==> src/rtl/random_roller_pkg.sv <==
// Shared types and elaboration helpers for the decelerating random roller.
// Everything here is constant-evaluated; nothing builds hardware by itself.
package random_roller_pkg;

    typedef enum logic {
        IDLE = 1'b0,
        ROLL = 1'b1
    } state_e;

    // Width of an index/counter that must hold 0..v-1, never narrower than one bit.
    function automatic int unsigned clog2_min1(input int unsigned v);
        return (v <= 32'd2) ? 32'd1 : $clog2(v);
    endfunction

    // LFSR step period for a stage; each later stage doubles the period.
    function automatic longint unsigned step_period(
        input longint unsigned stage_cycles,
        input int unsigned     base_shift,
        input int unsigned     stg
    );
        return stage_cycles >> (base_shift - stg);
    endfunction

endpackage

==> src/rtl/roller_lfsr.sv <==
// Fibonacci right-shift LFSR with load and step enables; zero states are never
// loaded, because an all-zero LFSR would lock up.
module roller_lfsr
    import random_roller_pkg::*;
#(
    parameter int                LFSR_W = 16,
    parameter logic [LFSR_W-1:0] TAPS   = 16'hB400,
    parameter logic [LFSR_W-1:0] SEED   = 16'h0003,
    parameter int                OUT_W  = 4
) (
    input  logic              i_clk,
    input  logic              i_rst,
    input  logic              i_step,
    input  logic              i_load,
    input  logic [LFSR_W-1:0] i_seed,
    output logic [OUT_W-1:0]  o_value,
    output logic [OUT_W-1:0]  o_next_value
);

    localparam logic [LFSR_W-1:0] ONE     = LFSR_W'(1);
    localparam logic [LFSR_W-1:0] RST_VAL = (SEED == '0) ? ONE : SEED;

    logic [LFSR_W-1:0] lfsr_q;
    logic [LFSR_W-1:0] lfsr_d;
    logic [LFSR_W-1:0] stepped;

    assign stepped = {^(lfsr_q & TAPS), lfsr_q[LFSR_W-1:1]};

    always_comb begin
        lfsr_d = lfsr_q;
        if (i_load) begin
            lfsr_d = (i_seed == '0) ? ONE : i_seed;
        end else if (i_step) begin
            lfsr_d = stepped;
        end
    end

    always_ff @(posedge i_clk) begin
        if (i_rst) begin
            lfsr_q <= RST_VAL;
        end else begin
            lfsr_q <= lfsr_d;
        end
    end

    assign o_value      = lfsr_q[OUT_W-1:0];
    assign o_next_value = stepped[OUT_W-1:0];

endmodule

==> src/rtl/random_roller.sv <==
// Slowing-dice roller: an LFSR steps at a rate that halves every stage, the
// final value is frozen and kept in a newest-first history for the display.
module random_roller
    import random_roller_pkg::*;
#(
    parameter int                LFSR_W       = 16,
    parameter logic [LFSR_W-1:0] TAPS         = 16'hB400,
    parameter logic [LFSR_W-1:0] SEED         = 16'h0003,
    parameter int                OUT_W        = 4,
    parameter int                N_STAGES     = 5,
    parameter int unsigned       STAGE_CYCLES = 10_000_000,
    parameter int unsigned       BASE_SHIFT   = 5,
    parameter int                HIST_DEPTH   = 4
) (
    input  logic                                 i_clk,
    input  logic                                 i_rst,
    input  logic                                 i_start,
    input  logic                                 i_stop,
    input  logic                                 i_seed_load,
    input  logic [LFSR_W-1:0]                    i_seed,
    input  logic                                 i_hist_show,
    input  logic [clog2_min1(HIST_DEPTH)-1:0]    i_hist_sel,
    output logic [OUT_W-1:0]                     o_random_out,
    output logic                                 o_busy,
    output logic                                 o_done,
    output logic [$clog2(HIST_DEPTH+1)-1:0]      o_hist_cnt
);

    localparam int CNT_W  = clog2_min1(STAGE_CYCLES);
    localparam int STG_W  = clog2_min1(N_STAGES);
    localparam int HCNT_W = $clog2(HIST_DEPTH + 1);

    localparam logic [CNT_W-1:0]  CYC_LAST  = CNT_W'(STAGE_CYCLES - 1);
    localparam logic [STG_W-1:0]  STG_LAST  = STG_W'(N_STAGES - 1);
    localparam logic [HCNT_W-1:0] HIST_FULL = HCNT_W'(HIST_DEPTH);

    state_e             state_q, state_d;
    logic [STG_W-1:0]   stg_q, stg_d;
    logic [CNT_W-1:0]   cyc_q, cyc_d;
    logic [CNT_W-1:0]   tick_q, tick_d;
    logic               done_q, done_d;
    logic [HCNT_W-1:0]  hist_cnt_q, hist_cnt_d;

    logic [HIST_DEPTH-1:0][OUT_W-1:0] hist_q;
    logic [HIST_DEPTH-1:0][OUT_W-1:0] hist_d;

    logic               lfsr_step;
    logic               lfsr_load;
    logic               push;
    logic [OUT_W-1:0]   live_val;
    logic [OUT_W-1:0]   next_val;
    logic [OUT_W-1:0]   push_val;

    // Per-stage terminal tick count, folded to constants at elaboration.
    logic [N_STAGES-1:0][CNT_W-1:0] period_m1;

    for (genvar gi = 0; gi < N_STAGES; gi++) begin : g_period
        localparam longint unsigned PERIOD =
            step_period(64'(STAGE_CYCLES), BASE_SHIFT, gi);
        assign period_m1[gi] = CNT_W'(PERIOD - 64'd1);
    end

    roller_lfsr #(
        .LFSR_W (LFSR_W),
        .TAPS   (TAPS),
        .SEED   (SEED),
        .OUT_W  (OUT_W)
    ) u_lfsr (
        .i_clk        (i_clk),
        .i_rst        (i_rst),
        .i_step       (lfsr_step),
        .i_load       (lfsr_load),
        .i_seed       (i_seed),
        .o_value      (live_val),
        .o_next_value (next_val)
    );

    always_comb begin
        state_d   = state_q;
        stg_d     = stg_q;
        cyc_d     = cyc_q;
        tick_d    = tick_q;
        done_d    = 1'b0;
        lfsr_step = 1'b0;
        lfsr_load = 1'b0;
        push      = 1'b0;

        unique case (state_q)
            IDLE: begin
                lfsr_load = i_seed_load;
                if (i_start) begin
                    state_d = ROLL;
                    stg_d   = '0;
                    cyc_d   = '0;
                    tick_d  = '0;
                end
            end
            ROLL: begin
                if (i_stop) begin
                    state_d = IDLE;
                end else if (i_start) begin
                    stg_d  = '0;
                    cyc_d  = '0;
                    tick_d = '0;
                end else begin
                    cyc_d  = cyc_q + 1'b1;
                    tick_d = tick_q + 1'b1;
                    if (tick_q == period_m1[stg_q]) begin
                        lfsr_step = 1'b1;
                        tick_d    = '0;
                    end
                    // Stage boundary; the step above still lands on this cycle.
                    if (cyc_q == CYC_LAST) begin
                        cyc_d  = '0;
                        tick_d = '0;
                        if (stg_q == STG_LAST) begin
                            state_d = IDLE;
                            stg_d   = '0;
                            done_d  = 1'b1;
                            push    = 1'b1;
                        end else begin
                            stg_d = stg_q + 1'b1;
                        end
                    end
                end
            end
            default: state_d = IDLE;
        endcase
    end

    // The recorded result is the value after the final step, not before it.
    assign push_val = lfsr_step ? next_val : live_val;

    for (genvar gi = 0; gi < HIST_DEPTH; gi++) begin : g_hist
        if (gi == 0) begin : g_head
            assign hist_d[gi] = push ? push_val : hist_q[gi];
        end else begin : g_tail
            assign hist_d[gi] = push ? hist_q[gi-1] : hist_q[gi];
        end
    end

    assign hist_cnt_d = (push && (hist_cnt_q != HIST_FULL)) ? hist_cnt_q + 1'b1
                                                              : hist_cnt_q;

    always_ff @(posedge i_clk) begin
        if (i_rst) begin
            state_q    <= IDLE;
            stg_q      <= '0;
            cyc_q      <= '0;
            tick_q     <= '0;
            done_q     <= 1'b0;
            hist_q     <= '0;
            hist_cnt_q <= '0;
        end else begin
            state_q    <= state_d;
            stg_q      <= stg_d;
            cyc_q      <= cyc_d;
            tick_q     <= tick_d;
            done_q     <= done_d;
            hist_q     <= hist_d;
            hist_cnt_q <= hist_cnt_d;
        end
    end

    always_comb begin
        o_random_out = live_val;
        if ((state_q == IDLE) && i_hist_show) begin
            o_random_out = '0;
            if (HCNT_W'(i_hist_sel) < hist_cnt_q) begin
                o_random_out = hist_q[i_hist_sel];
            end
        end
    end

    assign o_busy     = (state_q == ROLL);
    assign o_done     = done_q;
    assign o_hist_cnt = hist_cnt_q;

endmodule

==> config.mk <==
export PLATFORM = sky130hd
export DESIGN_NAME = random_roller
export DESIGN_NICKNAME = d
export VERILOG_FILES = /design/src/rtl/random_roller_pkg.sv /design/src/rtl/roller_lfsr.sv /design/src/rtl/random_roller.sv
export SDC_FILE = /design/constraint.sdc
export NUM_CORES = 1
export LEC_CHECK = 0
export ABC_CLOCK_PERIOD_IN_PS = 6500
export CORE_MARGIN = 10
export CORE_UTILIZATION = 64
export CTS_CLUSTER_SIZE = 8
export DETAILED_ROUTE_END_ITERATION = 10
export GPL_TIMING_DRIVEN = 0
export PLACE_DENSITY = 0.85
export SLEW_MARGIN = 5
export SYNTH_ARGS = -nofsm -noshare
export SYNTH_HDL_FRONTEND = slang
export SYNTH_HIERARCHICAL = 1
export SYNTH_SLANG_ARGS = --single-unit
==> constraint.sdc <==
create_clock -name i_clk -period 6.5 [get_ports i_clk]
set_input_delay 1.625 -clock i_clk [delete_from_list [all_inputs] [get_ports i_clk]]
set_output_delay 1.625 -clock i_clk [all_outputs]
set_load 0.01 [all_outputs]
# Yosys cells after proc, flatten, opt, wreduce, memory -nomap -nowiden
# Memories as Yosys holds them, arrays and structs flattened. A register that Yosys moved wholly into a read port is not among the register bits.
# Index checks and enable logic that the tools add are counted.
[word_totals]
wordCells = 77
mem_bits_ro = 192
n_memories = 1
reg_bits = 88
out_inout_bits = 9
latch_bits = 0
mem_bits_rw = 0
[op_classes]
muxes = 43
bitwise_logic = 1
div_mod_pow = 0
n_mul = 0
eq_ne = 7
n_shift = 0
n_reduce_logical = 7
add_sub_neg = 4
magnitude_cmp = 3
[mem_list]
columns = ["memory", "depth", "word_bits", "read_ports", "rd_clocked_by_memory_dff", "write_ports", "line_no", "source"]
rows = [
  ["(no name shown)", 8, 24, 1, 1, 0, "random_roller.sv:108", "if (tick_q == period_m1[stg_q]) begin"],
]
[ops]
columns = ["op", "n"]
rows = [
  ["$mux W24", 9],
  ["$pmux W24 S2", 2],
  ["$add A24 B1 Y24 const B", 2],
  ["$mux W16", 3],
  ["$eq A24 B24 Y1", 1],
  ["$eq A24 B24 Y1 const B", 1],
  ["$mux W3", 7],
  ["$logic_not A16 Y1", 1],
  ["$mux W4", 4],
  ["$reduce_xor A16 Y1", 1],
  ["$mux W1", 15],
  ["$bmux W4 S2", 1],
  ["$add A3 B1 Y3 const B", 2],
  ["$pmux W3 S2", 1],
  ["$lt A3 B4 Y1 const B", 1],
  ["$ne A2 B2 Y1 const B", 2],
  ["$eq A3 B3 Y1 const B", 1],
  ["$lt A2 B3 Y1", 1],
  ["$lt A2 B3 Y1 const B", 1],
  ["$ne A3 B2 Y1 const B", 1],
  ["$ne A3 B3 Y1 const B", 1],
  ["$reduce_and A3 Y1", 1],
  ["$logic_and A1 B1 Y1", 2],
  ["$pmux W1 S2", 1],
  ["3 further kinds", 3],
]

# Logic depth before layout (Yosys ltp)
[depth]
ltp_word = 9
mapped_depth = 11

# By module
# The synthesis kept the hierarchy.
[by_module_without_submodules]
columns = ["mod", "cells_per_inst", "area_each_um2", "instances"]
rows = [
  ["random_roller", 484, 4271.6, 1],
  ["roller_lfsr", 86, 885.8, 1],
]

# Worst setup path before layout
# OpenSTA, ideal clock, no wires.
[synth_timing]
path_kind = "in2out"
startpoint = "input port i_hist_sel[1]"
endpoint = "output port o_random_out[2]"
arrival_ns = 2.465
stages = 4
t_required_ns = 4.875
path_slack_ns = 2.410
n_path_buf = 0
cell_sequence = "ha_1 a21oi_1 o21ai_0 o21ai_0"
[synth_via]
elab_chain_cells = 4
[synth_rtl]
columns = ["element", "line_no", "source"]
rows = [
  ["start, declared", "random_roller.sv:22", "input logic [clog2_min1(HIST_DEPTH)-1:0] i_hist_sel,"],
  ["$bmux W4 S2", "random_roller.sv:170", "o_random_out = hist_q[i_hist_sel];"],
  ["$mux W4 (implied by the code)", "random_roller.sv:170", ""],
  ["$mux W4 (*)", "random_roller.sv:169", "if (HCNT_W'(i_hist_sel) < hist_cnt_q) begin"],
  ["$mux W4 (*)", "random_roller.sv:167", "if ((state_q == IDLE) && i_hist_show) begin"],
  ["end, declared", "random_roller.sv:23", "output logic [OUT_W-1:0] o_random_out,"],
]
# Mark *: on every way between the ends. The rest lies on a longest branch, timed or not. The select of a mux whose other input is x is not followed.

# Worst setup path in the final report
[layout_timing]
startpoint = "input port i_hist_sel[1]"
endpoint = "output port o_random_out[1]"
# The elaborated chain is that of the path after synthesis.

==> flow_summary.yaml <==
status:
  status: "finished clean"
final_layout:
  antenna_cells: 0
  syn_to_final_growth_pct: 12.3
  nNetsFinal: 648
  fin_util: 0.746
  drive_above_1_share: 0.0955
clocking:
  clk_pin_slew_ns: 0.10
  cts_root_buf: "clkbuf_8"
  clockBufferDepth: 2
  cts_buffers: 9
  worstSkewPairLatency_ns: 0.37
  clock_sinks: 104
  cts_resized: 0
  hold_buffers: 0
  cts_max_level: 3
  cts_tree: "done"
  cts_setup_buffers: 0
synthesis:
  yosys.area.top_type_share: 0.404
  synth_xor_area_frac: 0.0963
  synth_area_mm2: 0.00516
  synth_cell_types: 62
  synth.area.top_cells: "dfxtp_1, nor2_1, xor2_1, mux2i_1, xnor2_1"
  syn_area_per_cell_um2: 9.05
  synth_seq_cells: 104
  post-synth-top-count-cell: "dfxtp_1"
  synthTopCellsByCount: "dfxtp_1, nor2_1, nand2_1, xor2_1, mux2i_1"
  synth_compound_area_frac: 0.0687
  ys_seq_area_frac: 0.404
  yosysWarningCount: 6
  muxShareOfSynthArea: 0.0985
  synth_ff_type: "dfxtp_1"
  synthCells: 570
  synth_fp_nets: 605
  synth-adder-area-share: 0.0267
  synth_edf_count: 0
  yosys.area_share.simple: 0.264
  async_reset_ff_frac: 0
  synth_top_family_by_area: "simple AND/OR/NAND/NOR gates"
  yosysTopAreaCell: "dfxtp_1"
worst_setup_path:
  cp_num_buf_inv: 2
  cp-start-kind: "primary input"
  crit_path_cell_trace: "clkdlybuf4s50_1 > ha_1 > a21oi_1 > o21ai_0 > o21ai_0 > clkdlybuf4s50_1"
  cp_data_arrival_time_ns: 3.67
  cp.required_ns: 4.88
  critPathMaxFanout: 5
  crit_family: "buffers and inverters"
  critical_path_class: "primary input to output pin"
  end_kind: "output pin"
  slowest_stage: "clkdlybuf4s50_1"
  max_stage_delay_ns: 0.60
route:
  drc_errors: 0
  route.vias.total: 4181
  first_pass_iters: 5
  viasPerCell: 5.81
  wirelength_um: 11500
  drt_iter0_drc: 211
  wl_per_cell_um: 15.9
  ant_nets: 0
timing:
  slew_headroom: 0.322
  whs_ns: 0.492
  worst_pin_slew_ns: 1.01
  rsz0062_at_grt: "false"
  post-route-period-util: 0.814
  setup-tns-final_ns: 0
  final_hold_viol_count: 0
  setup_viol: 0
  clock_skew_ns: 0.0197
  finalMaxSlewViolations: 0
  period_minus_slack_ns: 5.29
  max_freq_mhz: 189
grt:
  use_met2: 0.338
  busiest_layer: "met2"
  grt_util_all_layers: 0.194
  overflow: 0
  grt_pass1_vias: 4068
  grt_use_met3: 0.0392
  grt_pass1_wl_um: 19000
  grt_util_met1: 0.234
  antenna_found_initial: 0
  grt_start_max_net_pins: 19
place:
  gp_congestion: 0.861
  io_buffers: 32
  place_hpwl_um: 8460
pwr:
  p_per_area_mw_per_mm2: 194
  finalPower_uw: 1120
  p_leak_uw: 0.00215
  vdd_drop_max_mv: 0.147
min_path:
  hold_path_class: "flop to flop"
die:
  dieArea_mm2: 0.0120
  row_count: 32
  io_pins: 33
  coreArea_mm2: 0.00777
  start_util: 0.664
  die_w_um: 110
  die_h_um: 110
run:
  drv_cap: 0
metrics by stage:
step	cell area, um2	setup WS, ns	cells
floorplan	5160	2.41	570
global placement	5610	1.26	704
detailed placement	5610	1.21	704
CTS	5790	1.22	720
global route	5790	1.06	720
finish	5790	1.21	720
layout by cell type, fill, tap and decap left out, types with 3 or more instances in the layout:
cell type,instances
and3_1,10
buf_4,12
mux2i_1,26
or2_1,3
nor4_1,10
mux2_1,12
clkinv_4,3
xor2_1,30
and4b_1,3
clkbuf_8,10
and4_1,3
buf_2,3
nor2b_1,6
nand2_1,46
a211oi_1,3
clkdlybuf4s50_1,32
or3_1,3
inv_1,12
o21ai_0,16
ha_1,11
nand2b_1,8
nand4_1,15
nor2_1,102
xnor2_1,24
nor3_1,15
o31ai_1,4
mux4_2,4
clkbuf_1,10
nand3_1,17
a21oi_1,11
dfxtp_1,104
worst min-delay path: stages, from the launching register on:
cell     delay (ns)
dfxtp_1        0.34
nand2_1        0.06
o31ai_1        0.05
layout make-up:
cell class	instances	area, um2
tap	102	128
clock inverter	6	51.3
inverter	14	52.6
buffer	27	165
multi-input combinational	425	2860
sequential	104	2080
fill	562	1970
clock buffer	10	138
timing repair buffer	32	320
power breakdown:
part / switching, uW / internal (uW) / leakage [uW]
Clock: 225 / 155 / 0.0000987
Sequential: 5.53 / 645 / 0.000841
Combinational: 48.0 / 43.8 / 0.00121
final timing paths:
| kind | startpoint | end | slack (ns) | depth (start not counted) |
|---|---|---|---|---|
| hold / removal | hist_q[2] | hist_q[2] | 0.49 | 2 |
| setup reg to reg | tick_q[3] | u_lfsr/lfsr_q[4] | 3.68 | 11 |
| hold reg to reg | hist_q[2] | hist_q[2] | 0.49 | 2 |
| setup / recovery | i_hist_sel[1] | o_random_out[1] | 1.21 | 6 |
routing by layer:
metal  wire length, um  vias to the layer above  part of all wire
met1              4900                     2006              0.43
met5                 0                        -                 0
li1                  -                     2063                 -
met3               497                       18             0.043
met2              5920                       94              0.52
met4               155                        0             0.014
kinds of logic (layout without fill, tap and decap cells):
group | after synthesis | after routing
xor+xnor | 55 | 55
fa+ha+maj | 11 | 11
compound gates | 53 | 53
mux | 44 | 44
simple gates | 262 | 262
buf+inv | 41 | 89
flops | 104 | 104
No activity file was read; power rests on OpenSTA's default activity.
